==> src/rtl/vec_chunk_fifo.sv <==
// Chunk FIFO between vector stages: first-word fall-through read, sticky error flags,
// and a whole-vector counter that tells the downstream stage a complete vector is buffered.
module vec_chunk_fifo #(
    parameter int WorkingRegs = 4,
    parameter int InVecLength = 16,
    parameter int Depth       = 8
) (
    input  logic                               clk_in,
    input  logic                               rst_in,
    input  logic                               wr_en_in,
    input  logic signed [WorkingRegs-1:0][7:0] wr_data_in,
    input  logic                               rd_req_in,
    output logic signed [WorkingRegs-1:0][7:0] rd_data_out,
    output logic                               data_ready_out,
    output logic                               empty_out,
    output logic                               full_out,
    output logic [$clog2(Depth):0]             count_out,
    output logic                               overflow_out,
    output logic                               underflow_out
);
    localparam int ChunksPerVec = InVecLength / WorkingRegs;
    localparam int AW = (Depth > 1) ? $clog2(Depth) : 1;
    localparam int CW = $clog2(Depth) + 1;
    localparam int IW = (ChunksPerVec > 1) ? $clog2(ChunksPerVec) : 1;

    logic signed [WorkingRegs-1:0][7:0] mem [Depth];

    logic [AW-1:0] wr_ptr, rd_ptr;
    logic [IW-1:0] wr_idx, rd_idx;
    logic [CW-1:0] vec_cnt;

    logic          push, pop, wr_wrap, rd_wrap;
    logic [CW-1:0] count_nxt, vec_nxt;
    logic [IW-1:0] wr_idx_nxt, rd_idx_nxt;

    // A full FIFO still accepts a push when a pop frees the slot in the same edge.
    always_comb begin
        push       = wr_en_in && (!full_out || rd_req_in);
        pop        = rd_req_in && !empty_out;
        wr_wrap    = push && (wr_idx == IW'(ChunksPerVec - 1));
        rd_wrap    = pop && (rd_idx == IW'(ChunksPerVec - 1));
        wr_idx_nxt = wr_idx;
        rd_idx_nxt = rd_idx;
        if (push) wr_idx_nxt = wr_wrap ? '0 : wr_idx + 1'b1;
        if (pop)  rd_idx_nxt = rd_wrap ? '0 : rd_idx + 1'b1;
        count_nxt  = count_out + {{(CW-1){1'b0}}, push} - {{(CW-1){1'b0}}, pop};
        vec_nxt    = vec_cnt;
        if (wr_wrap && !rd_wrap)      vec_nxt = vec_cnt + 1'b1;
        else if (!wr_wrap && rd_wrap) vec_nxt = vec_cnt - 1'b1;
    end

    always_ff @(posedge clk_in) begin
        if (rst_in && push) mem[wr_ptr] <= wr_data_in;
    end

    always_ff @(posedge clk_in) begin
        if (!rst_in) begin
            wr_ptr         <= '0;
            rd_ptr         <= '0;
            wr_idx         <= '0;
            rd_idx         <= '0;
            vec_cnt        <= '0;
            count_out      <= '0;
            empty_out      <= 1'b1;
            full_out       <= 1'b0;
            data_ready_out <= 1'b0;
            overflow_out   <= 1'b0;
            underflow_out  <= 1'b0;
        end else begin
            if (push) wr_ptr <= wr_ptr + 1'b1;
            if (pop)  rd_ptr <= rd_ptr + 1'b1;
            wr_idx         <= wr_idx_nxt;
            rd_idx         <= rd_idx_nxt;
            vec_cnt        <= vec_nxt;
            count_out      <= count_nxt;
            empty_out      <= (count_nxt == '0);
            full_out       <= (count_nxt == CW'(Depth));
            data_ready_out <= (vec_nxt != '0);
            if (wr_en_in && full_out && !rd_req_in) overflow_out <= 1'b1;
            if (rd_req_in && empty_out)             underflow_out <= 1'b1;
        end
    end

    assign rd_data_out = empty_out ? '0 : mem[rd_ptr];
endmodule
==> config.mk <==
export PLATFORM = sky130hd
export DESIGN_NAME = vec_chunk_fifo
export DESIGN_NICKNAME = d
export VERILOG_FILES = /design/src/rtl/vec_chunk_fifo.sv
export SDC_FILE = /design/constraint.sdc
export NUM_CORES = 1
export LEC_CHECK = 0
export ABC_CLOCK_PERIOD_IN_PS = 4840
export CORE_UTILIZATION = 40
export CTS_CLUSTER_SIZE = 10
export DETAILED_ROUTE_END_ITERATION = 16
export GPL_ROUTABILITY_DRIVEN = 1
export PLACE_DENSITY = 0.64
export REMOVE_ABC_BUFFERS = 1
export SETUP_SLACK_MARGIN = 0.5
export SLEW_MARGIN = 0
export SYNTH_ARGS = -nofsm -noshare
export SYNTH_HDL_FRONTEND = slang
export SYNTH_SLANG_ARGS = --single-unit
==> constraint.sdc <==
create_clock -name clk_in -period 4.84 [get_ports clk_in]
set_clock_uncertainty 0.2 [all_clocks]
set_input_delay 0.968 -clock clk_in [delete_from_list [all_inputs] [get_ports clk_in]]
set_output_delay 0.968 -clock clk_in [all_outputs]
set_load 0.01 [all_outputs]
==> results_dict.tcl <==
set metrics [dict create \
    outcome "completed" \
    drt_iter0_markers 464 \
    setup_slack_ns 0.714 \
    drv_slew 0 \
    routed_wl_microns 21500 \
    area_growth_pct 20.7 \
    end_kind "primary output" \
    synthArstFlopShare_pct 0 \
    setup_violations 0 \
    grt_overflow_total 0 \
    gp_congestion 0.754 \
    clkTransAtPathRegs_ns 0.05 \
    via_per_inst 5.22 \
    dieArea_sq_um 28000 \
    synth.distinct_cells 37 \
    grt_pass1_wl_microns 33600 \
    peakVddDrop_v 0.000284 \
    fin_crit_sh_pct 85.2 \
    start_util_pct 40.6 \
    yosys_register_bits 282 \
    wire_per_inst_microns 21.5 \
    design_area_sq_um 13200 \
    ios 77 \
    place_area_sq_um 12200 \
    drc_errors 0 \
    grt_max_degree 65 \
    cts_made_buffers 34 \
    grt_pass1_vias 5828 \
    synthCells 538 \
    clockBufferDepth 3 \
    clkSinkCount 282 \
    cts_setup_buffers 0 \
    final_common_cell "edfxtp_1" \
    synth_top_cell_by_area "edfxtp_1" \
    final_cell_mix "edfxtp_1, clkdlybuf4s50_1, mux4_2" \
    criticalPathCategory "reg -> out" \
    ys_warn_count 0 \
    syn_area_sq_um 10900 \
    cts_root_buf "clkbuf_16" \
    fill_cells 2196 \
    power_density_nw_per_um2 473 \
    maxCapViolCount 0 \
    finalPower_mw 6.24 \
    synth_edf_count 256 \
    cts_hold_buf 0 \
    fp.dieW_microns 167 \
    io_buffer_count 76 \
    dp_slack_ns 0.775 \
    required_ns 3.67 \
    hpwl_microns 12400 \
    tightest_slew_ns 0.724 \
    die_y_microns 167 \
    ys.flop_type "edfxtp_1" \
    cellLeakagePower_nw 4.17 \
    postRouteAntennaNets 0 \
    timing.final.crit_period_ns 4.13 \
    rows 60 \
    crit_arrival_ns 2.96 \
    cts_resized 0 \
    path_max_fanout 35 \
    track_usage_pct 16.0 \
    fin_util_pct 49.1 \
    r2r_slack_ns 1.87 \
    antenna_found_initial 2 \
    reg2regPathDepth 11 \
    relSlewSlack_pct 51.7 \
    max_freq_mhz 242 \
    synth_area_leaders "edfxtp_1, mux4_2, dfxtp_1" \
    syn_area_per_cell_sq_um 20.3 \
    timing.hold.ws_ns 0.297 \
    clock_latency_ns 0.50 \
    hold_viol 0 \
    min_path_cells 2 \
    h-tree-depth 2 \
    hold_class "reg -> reg" \
    rsz0062_at_grt "false" \
    startpoint_type "flip-flop" \
    cts_tree "built" \
    drive_above_1_share_pct 21.8 \
    dr.pass1.iters 4 \
    synth_top_area_share_pct 70.4 \
    core_area_sq_um 26900 \
    ys_seq_area_share_pct 75.2 \
    fin_nets 692 \
    via_count 5210 \
]
-- synthesized netlist by cell type (4+ instances only) --
| library cell | count |
|---|---|
| inv_1 | 8 |
| a21oi_1 | 4 |
| and2_1 | 8 |
| clkbuf_1 | 14 |
| xnor2_1 | 7 |
| dfxtp_1 | 26 |
| ha_1 | 10 |
| nor2b_1 | 9 |
| nand2_1 | 13 |
| edfxtp_1 | 256 |
| mux4_2 | 64 |
| mux2i_1 | 38 |
| nor3_1 | 6 |
| nor2_1 | 36 |
| buf_2 | 7 |
-- power by group --
part	leakage (nW)	internal (mW)	switching, mW
combinational	1.18	0.640	0.517
sequential	2.53	2.77	0.117
clock	0.463	1.31	0.884
-- worst paths after layout --
check / start / to
worst max-delay path: flip-flop / rd_data_out[4]
worst min-delay path: wr_idx[1]$_SDFFE_PN0N_ / wr_idx[1]$_SDFFE_PN0N_
worst max register to register: full_out$_SDFF_PN0_ / empty_out$_SDFF_PN1_
worst min register to register: wr_idx[1]$_SDFFE_PN0N_ / wr_idx[1]$_SDFFE_PN0N_
-- kinds of logic after synthesis --
kind of cell    Yosys count  share of synthesized area [%]
flops                   282                           75.2
mux                     102                           16.7
simple gates             84                           3.73
fa+ha+maj                11                           1.33
xor+xnor                  8                          0.642
compound gates           15                          0.974
buf+inv                  36                           1.49
-- through the flow --
step                      TNS [ns]  instances
after floorplan             -26.17        511
after global placement           0        950
after global routing             0        997
final                            0        998
after detailed placement         0        950
after CTS                        0        997
-- sequential cells by signal (all words and copies together) (netlist names), named ones only --
name,count
overflow_out,1
data_ready_out,1
wr_ptr,3
empty_out,1
count_out,4
rd_idx,2
underflow_out,1
vec_cnt,4
wr_idx,2
mem,256
full_out,1
rd_ptr,3
-- metal layers --
| layer | wire length, microns | track usage (%) | vias to the layer above | part of all wire (%) |
|---|---|---|---|---|
| met3 | 1520 | 3.64 | 36 | 7.0 |
| met2 | 10400 | 26.7 | 142 | 49 |
| met4 | 377 | 4.67 | 2 | 1.8 |
| met1 | 9140 | 21.1 | 2666 | 43 |
| met5 | 17 | 0 | - | 0.079 |
| li1 | - | - | 2364 | - |
-- area by class of cell --
cell class	count	area, sq um	share of cell area, %
inverters	9	33.8	0.256
flip-flops and latches	282	8220	62.3
clock inverters	4	38.8	0.294
repair buffers	98	963	7.31
diodes	1	2.50	0.0190
well taps	341	427	3.24
clock buffers	43	906	6.87
multi-input cells	220	2600	19.7
-- worst max-delay path: stages, from the launching register on --
cell             delay (ns)
dfxtp_4                0.81
buf_4                  0.34
mux4_2                 0.51
mux2i_1                0.21
nor2_1                 0.07
clkdlybuf4s50_1        0.49
Note: power is estimated with default switching activity, not from simulation.
